<file path="src/rtl/serial_sub_pkg.sv">
// -----------------------------------------------------------------------------
// serial_sub_pkg
//   Shared types and helpers for the bit-serial subtractor.
//   Contents:
//     state_t       control FSM encoding (IDLE -> RUN -> DONE -> IDLE)
//     sub_ovf()     signed-overflow rule for a - b, from the three MSBs
// -----------------------------------------------------------------------------
package serial_sub_pkg;

   typedef enum logic [1:0] {
      IDLE = 2'd0,   // waiting for operands, in_ready high
      RUN  = 2'd1,   // one result bit per clock, LSB first
      DONE = 2'd2    // result held until the consumer takes it
   } state_t;

   // Two's-complement a - b overflows only when the operands have different
   // signs and the result sign differs from the minuend sign.
   function automatic logic sub_ovf(input logic a_msb,
                                    input logic b_msb,
                                    input logic d_msb);
      return (a_msb ^ b_msb) & (a_msb ^ d_msb);
   endfunction

endpackage : serial_sub_pkg

</file>
<file path="src/rtl/full_subtractor.sv">
// -----------------------------------------------------------------------------
// half_subtractor / full_subtractor
//   One-bit subtract cells for the serial datapath.
//   half_subtractor : d = a ^ b, bout = ~a & b
//   full_subtractor : d = a ^ b ^ bin
//                     bout = (~a & b) | (~(a ^ b) & bin)
//   The full cell is two half stages (a - b, then that result - bin) whose
//   borrows are ORed; both borrows can never be high together.
//   Ports (full_subtractor):
//     a, b   in  1   operand bits
//     bin    in  1   borrow in from the previous (less significant) bit
//     d      out 1   difference bit
//     bout   out 1   borrow out to the next bit
// -----------------------------------------------------------------------------
module half_subtractor (
   input  logic a,
   input  logic b,
   output logic d,
   output logic bout
);
   assign d    = a ^ b;
   assign bout = ~a & b;
endmodule : half_subtractor

module full_subtractor (
   input  logic a,
   input  logic b,
   input  logic bin,
   output logic d,
   output logic bout
);
   logic w_d1;
   logic w_bout1;
   logic w_bout2;

   // first stage: a - b
   half_subtractor u_hs_ab (
      .a    (a),
      .b    (b),
      .d    (w_d1),
      .bout (w_bout1)
   );

   // second stage: (a - b) - bin; its borrow is ~(a^b) & bin
   half_subtractor u_hs_bin (
      .a    (w_d1),
      .b    (bin),
      .d    (d),
      .bout (w_bout2)
   );

   assign bout = w_bout1 | w_bout2;
endmodule : full_subtractor

</file>
<file path="src/rtl/serial_subtractor.sv">
// -----------------------------------------------------------------------------
// serial_subtractor
//   Bit-serial WIDTH-bit subtractor: diff = a - b, computed LSB first, one bit
//   per clock through a single full_subtractor cell. Operands enter through a
//   valid/ready handshake, the result leaves through another.
//
//   Parameters:
//     WIDTH      operand/result width in bits (>= 1)
//
//   Build option:
//     SERIAL_SUB_OVF_EN  when defined, adds the ovf port (signed overflow) and
//                        the two flops that capture the operand sign bits.
//
//   Ports:
//     clk        in   1      rising-edge clock
//     rst_n      in   1      asynchronous active-low reset
//     in_valid   in   1      operands a/b valid
//     in_ready   out  1      operands accepted (high only in IDLE)
//     a          in   WIDTH  minuend
//     b          in   WIDTH  subtrahend
//     out_valid  out  1      diff/borrow(/ovf) valid
//     out_ready  in   1      consumer takes the result
//     diff       out  WIDTH  a - b modulo 2^WIDTH
//     borrow     out  1      1 when a < b (unsigned)
//     ovf        out  1      signed overflow (SERIAL_SUB_OVF_EN only)
//     busy       out  1      high in RUN or DONE
//
//   Timing: operands are accepted on edge E0. Edges E1..E(WIDTH) each retire
//   one bit; edge E(WIDTH+1) sees the full count and moves to DONE, so
//   out_valid rises WIDTH+1 clocks after the accepting edge.
// -----------------------------------------------------------------------------
module serial_subtractor
   import serial_sub_pkg::*;
#(
   parameter int WIDTH = 8
) (
   input  logic             clk,
   input  logic             rst_n,
   input  logic             in_valid,
   output logic             in_ready,
   input  logic [WIDTH-1:0] a,
   input  logic [WIDTH-1:0] b,
   output logic             out_valid,
   input  logic             out_ready,
   output logic [WIDTH-1:0] diff,
   output logic             borrow,
`ifdef SERIAL_SUB_OVF_EN
   output logic             ovf,
`endif
   output logic             busy
);

   localparam int                CNT_W    = $clog2(WIDTH + 1);
   localparam logic [CNT_W-1:0]  CNT_LAST = CNT_W'(WIDTH);

   // ---------------------------------------------------------------------------
   // State and datapath registers
   // ---------------------------------------------------------------------------
   state_t           r_state;
   logic [WIDTH-1:0] r_a;          // minuend, shifted right each bit-cycle
   logic [WIDTH-1:0] r_b;          // subtrahend, shifted right each bit-cycle
   logic [WIDTH-1:0] r_diff;       // result, filled from the MSB end
   logic             r_borrow;     // running borrow; final bout once in DONE
   logic [CNT_W-1:0] r_cnt;        // bits retired so far
   logic             r_in_ready;
   logic             r_out_valid;
   logic             r_busy;
`ifdef SERIAL_SUB_OVF_EN
   logic             r_a_msb;      // operand signs captured at load
   logic             r_b_msb;
   logic             r_ovf;
`endif

   // ---------------------------------------------------------------------------
   // Bit-serial datapath: one full subtractor on the current LSBs
   // ---------------------------------------------------------------------------
   logic             w_d;
   logic             w_bout;
   logic [WIDTH-1:0] w_diff_next;

   full_subtractor u_full_sub (
      .a    (r_a[0]),
      .b    (r_b[0]),
      .bin  (r_borrow),
      .d    (w_d),
      .bout (w_bout)
   );

   // New bit enters at the MSB; after WIDTH shifts the first (LSB) result bit
   // has travelled down to bit 0. A one-bit result has nothing to shift.
   generate
      if (WIDTH == 1) begin : g_diff_w1
         assign w_diff_next = w_d;
      end else begin : g_diff_wn
         assign w_diff_next = {w_d, r_diff[WIDTH-1:1]};
      end
   endgenerate

   // ---------------------------------------------------------------------------
   // Control FSM with registered outputs
   // ---------------------------------------------------------------------------
   // NOTE: every register here uses <= so all updates see the pre-edge values;
   // a blocking = would let later statements read the freshly written value.
   always_ff @(posedge clk or negedge rst_n) begin
      if (!rst_n) begin
         r_state     <= IDLE;
         r_a         <= '0;
         r_b         <= '0;
         r_diff      <= '0;
         r_borrow    <= 1'b0;
         r_cnt       <= '0;
         r_in_ready  <= 1'b1;
         r_out_valid <= 1'b0;
         r_busy      <= 1'b0;
`ifdef SERIAL_SUB_OVF_EN
         r_a_msb     <= 1'b0;
         r_b_msb     <= 1'b0;
         r_ovf       <= 1'b0;
`endif
      end else begin
         case (r_state)
            IDLE: begin
               if (in_valid) begin
                  r_a        <= a;
                  r_b        <= b;
                  r_cnt      <= '0;
                  r_borrow   <= 1'b0;
                  r_in_ready <= 1'b0;
                  r_busy     <= 1'b1;
`ifdef SERIAL_SUB_OVF_EN
                  r_a_msb    <= a[WIDTH-1];
                  r_b_msb    <= b[WIDTH-1];
`endif
                  r_state    <= RUN;
               end
            end

            RUN: begin
               if (r_cnt == CNT_LAST) begin
                  // all bits retired: r_diff and r_borrow are final
                  r_out_valid <= 1'b1;
`ifdef SERIAL_SUB_OVF_EN
                  r_ovf       <= sub_ovf(r_a_msb, r_b_msb, r_diff[WIDTH-1]);
`endif
                  r_state     <= DONE;
               end else begin
                  r_a      <= r_a >> 1;
                  r_b      <= r_b >> 1;
                  r_diff   <= w_diff_next;
                  r_borrow <= w_bout;
                  r_cnt    <= r_cnt + 1'b1;
               end
            end

            DONE: begin
               // result registers are left untouched, so they stay stable
               // for as long as the consumer holds off
               if (out_ready) begin
                  r_out_valid <= 1'b0;
                  r_busy      <= 1'b0;
                  r_in_ready  <= 1'b1;
`ifdef SERIAL_SUB_OVF_EN
                  r_ovf       <= 1'b0;
`endif
                  r_state     <= IDLE;
               end
            end

            default: begin
               r_out_valid <= 1'b0;
               r_busy      <= 1'b0;
               r_in_ready  <= 1'b1;
               r_state     <= IDLE;
            end
         endcase
      end
   end

   // ---------------------------------------------------------------------------
   // Outputs
   // ---------------------------------------------------------------------------
   assign in_ready  = r_in_ready;
   assign out_valid = r_out_valid;
   assign diff      = r_diff;
   assign borrow    = r_borrow;
   assign busy      = r_busy;
`ifdef SERIAL_SUB_OVF_EN
   assign ovf       = r_ovf;
`endif

endmodule : serial_subtractor
</file>
<file path="config.mk">
export PLATFORM = sky130hd
export DESIGN_NAME = serial_subtractor
export DESIGN_NICKNAME = d
export VERILOG_FILES = /design/src/rtl/serial_sub_pkg.sv /design/src/rtl/full_subtractor.sv /design/src/rtl/serial_subtractor.sv
export SDC_FILE = /design/constraint.sdc
export NUM_CORES = 1
export LEC_CHECK = 0
export ABC_AREA = 1
export BUFFER_PORTS_ARGS = -buffer_cell sky130_fd_sc_hd__clkbuf_2
export CORE_UTILIZATION = 50
export CTS_CLUSTER_DIAMETER = 40
export CTS_CLUSTER_SIZE = 14
export DETAILED_ROUTE_END_ITERATION = 8
export GPL_TIMING_DRIVEN = 0
export PLACE_DENSITY = 0.73
export SYNTH_ARGS = -nofsm -noshare
export SYNTH_HDL_FRONTEND = slang
export SYNTH_SLANG_ARGS = --single-unit
</file>
<file path="constraint.sdc">
create_clock -name clk -period 1.5 [get_ports clk]
set_input_delay 0.225 -clock clk [delete_from_list [all_inputs] [get_ports clk]]
set_output_delay 0.225 -clock clk [all_outputs]
set_load 0.05 [all_outputs]
</file>
==> flow_summary_export.csv <==
group,metric,value,unit
floorplan,core,3103,sq um
cells_and_area,utilization,0.6419,
clocking,numCtsBuffers,5,
clocking,clkSlewWorstSetupHoldPaths,0.09,ns
power_and_ir_drop,power_density,2409,nW/um^2
cells_and_area,layout.nets,252,
global_routing,grt_pass1_vias,1245,
routing,drtAntennaViolNets,0,
global_routing,grt_usage,0.1994,
job,drv_cap,0,
routing,wl_per_cell,11.45,um
routing,first_iter_violations,75,
cells_and_area,fin_area,1992,sq um
timing,maxSlewViolCount,0,
floorplan,die-area,3565,sq um
critical_path,crit_path_top_delay_cell,"dfrtp_1",
synthesis,postSynthCellCount,186,
critical_path,cpPeakStageDelay,0.43,ns
critical_path,worstPathArrival,1.65,ns
synthesis,synth_ff_type,"dfrtp_1",
timing,setup-violations-final,0,
synthesis,synth_nets,209,
synthesis,synth.most_common_cell,"nand2_1",
synthesis,synth_top_area_share,0.4959,
critical_path,end_kind,"register",
timing,period_share,0.9420,
clocking,clock_sinks,34,
placed_design,dp_cells,261,
power_and_ir_drop,p_leak,1.036,nW
timing,max_freq,707.7,MHz
placed_design,dp_slack,-0.01702,ns
cells_and_area,drive_gt1_frac,0.3261,
min_path,hold_class,"in -> reg",
clocking,clk_latency,0.33,ns
global_routing,grt_pass1_wl,5.230,mm
synthesis,synth.yosys.warnings,0,
synthesis,yosys.area.top_type,"dfrtp_1",
routing,drc_errors,0,
placed_design,place.gp.congestion,0.7870,
routing,num_vias,1331,
global_routing,grt_antenna_before_repair,0,
synthesis,ys_seq_area_frac,0.5116,
floorplan,io_pins,32,
synthesis,ys_ff_latch,34,
critical_path,path_max_fanout,10,
placed_design,port_buffers,31,
timing,hold_viol_final,0,
routing,finalWirelength,3.136,mm
synthesis,yosys-top-cells-count,"54 x nand2_1, 33 x dfrtp_1, 27 x inv_1",
placed_design,dpl_cell_area,1876,sq um
cells_and_area,layout-area-overhead-vs-synth,19.61,%
clocking,cts_root_buffer,"clkbuf_4",
cells_and_area,stdcell_count,274,
timing,fin_worst_skew,0.007090,ns
floorplan,die_x,59.71,um
cells_and_area,antenna_cells,0,
critical_path,worstSetupPathType,"reg -> reg",
global_routing,gr-total-overflow,0,
timing,max-slew-margin-rel,0.4483,
routing,firstDrtPassIters,5,
synthesis,yosysUniqueCellTypes,23,
critical_path,crit_chain,"inv_2 > ha_2 > nand3_4 > nand2_4 > nand2_8 > buf_12 > o22ai_1",
synthesis,synth_edf_count,0,
outcome,outcome,"complete, no violations",
timing,fin_setup_tns,0,ns
synthesis,syn_area_per_cell,8.953,sq um
power_and_ir_drop,vdd_drop_max,0.001252,V
clocking,h-tree-depth,2,
floorplan,fp-row-count,20,
timing,rsz0062_at_grt,"no",
synthesis,async_reset_ff_frac,1.000,
timing,setup_ws,0.08704,ns
floorplan,fp.dieH,59.71,um
clocking,clk_path_buf_depth,2,
timing,tightest_slew,0.8276,ns
synthesis,netlist_area,1665,sq um
synthesis,synth_area_leaders,"dfrtp_1 50%, nand2_1 12%, o21ai_2 8.9%",
routing,viasPerCell,4.858,
placed_design,hpwl,2.240,mm
critical_path,start_kind,"register",
global_routing,grt_max_degree,35,
critical_path,worstPathRequired,1.74,ns
timing,fin_crit,1.413,ns
clocking,cts_tree,"built",
floorplan,start_util,0.5367,
[layout by cell type, fill, tap and decap left out, types with 2 or more instances in the layout]
master    count
o21ai_0      22
buf_8         2
buf_6         2
dfrtp_1      33
nand3_1       4
clkbuf_2     31
o21ai_2      17
inv_2         4
inv_1        26
nand2_1      54
nor2_1        5
buf_2         2
buf_4         4
clkbuf_4      5
clkbuf_1      3
[critical path, delay by kind of cell, from the launching register on]
family / cells / cell delay, ns
flip-flops: 1 / 0.43
AND/OR/NAND/NOR: 3 / 0.30
buffers and inverters: 2 / 0.25
adder cells (fa/ha/maj): 1 / 0.20
AO/OA/AOI/OAI: 1 / 0.15
[path summary, 6_finish.rpt]
kind	start	endpoint	slack, ns	cells past startpoint
max	r_cnt[0]$_DFFE_PN0P_	r_cnt[2]$_DFFE_PN0P_	0.09	7
min	b[7]	r_b[7]$_DFFE_PN0P_	0.11	3
max reg2reg	r_cnt[0]$_DFFE_PN0P_	r_cnt[2]$_DFFE_PN0P_	0.09	7
min reg2reg	diff[0]$_DFFE_PN0P_	diff[0]$_DFFE_PN0P_	0.50	2
max in group asynchronous	rst_n	r_b[4]$_DFFE_PN0P_	0.44	2
min in group asynchronous	rst_n	diff[2]$_DFFE_PN0P_	0.53	2
[timing repair]
item,4_1_cts,5_1_grt
buffers inserted,0,4
gates resized for setup,1,5
pin swaps,0,2
hold buffers,1,0
gates cloned,0,0
hold endpoints to repair,2,0
endpoints found under the setup margin,9,20
[cell type report]
type | instances | area [sq um]
Fill cell | 286 | 1111
Clock buffer | 8 | 48.80
Sequential cell | 34 | 852.1
Tap cell | 44 | 55.05
Multi-Input combinational cell | 115 | 645.6
Timing Repair Buffer | 36 | 195.2
Inverter | 30 | 112.6
Buffer | 7 | 82.58
[kinds of logic after synthesis]
kind of cell | synth area share
AND/OR/NAND/NOR | 0.1758
AO/OA/AOI/OAI | 0.1653
buffers and inverters | 0.1149
flip-flops | 0.5116
adder cells (fa/ha/maj) | 0.02705
XOR/XNOR | 0.005260
[power breakdown]
group / internal, mW / switching [mW]
clock: 0.187 / 0.282
sequential: 1.35 / 0.219
combinational: 0.953 / 1.81
[routing by layer]
| metal | share of wire | GRT usage | vias up | wire (um) |
|---|---|---|---|---|
| met5 | 0 | 0 | - | 0 |
| met3 | 0.055 | 0.03896 | 7 | 174 |
| li1 | - | - | 663 | - |
| met2 | 0.52 | 0.3460 | 44 | 1622 |
| met1 | 0.41 | 0.2422 | 617 | 1286 |
| met4 | 0.017 | 0.07973 | 0 | 53 |
[sequential cells by signal, summed over array words and instances (netlist names)]
name       count
borrow         1
busy           1
diff           8
in_ready       1
out_valid      1
r_a            8
r_b            8
r_cnt          4
r_state        2
[per-stage QoR]
step / hold WS, ns / total power [mW]
2_1_floorplan: -0.07059 / 3.657
3_3_place_gp: 0.3529 / 4.108
3_5_place_dp: 0.3594 / 4.218
4_1_cts: 0.1021 / 4.706
5_1_grt: 0.1085 / 5.192
6_report: 0.1087 / 4.798
No activity file was read; power rests on OpenSTA's default activity.
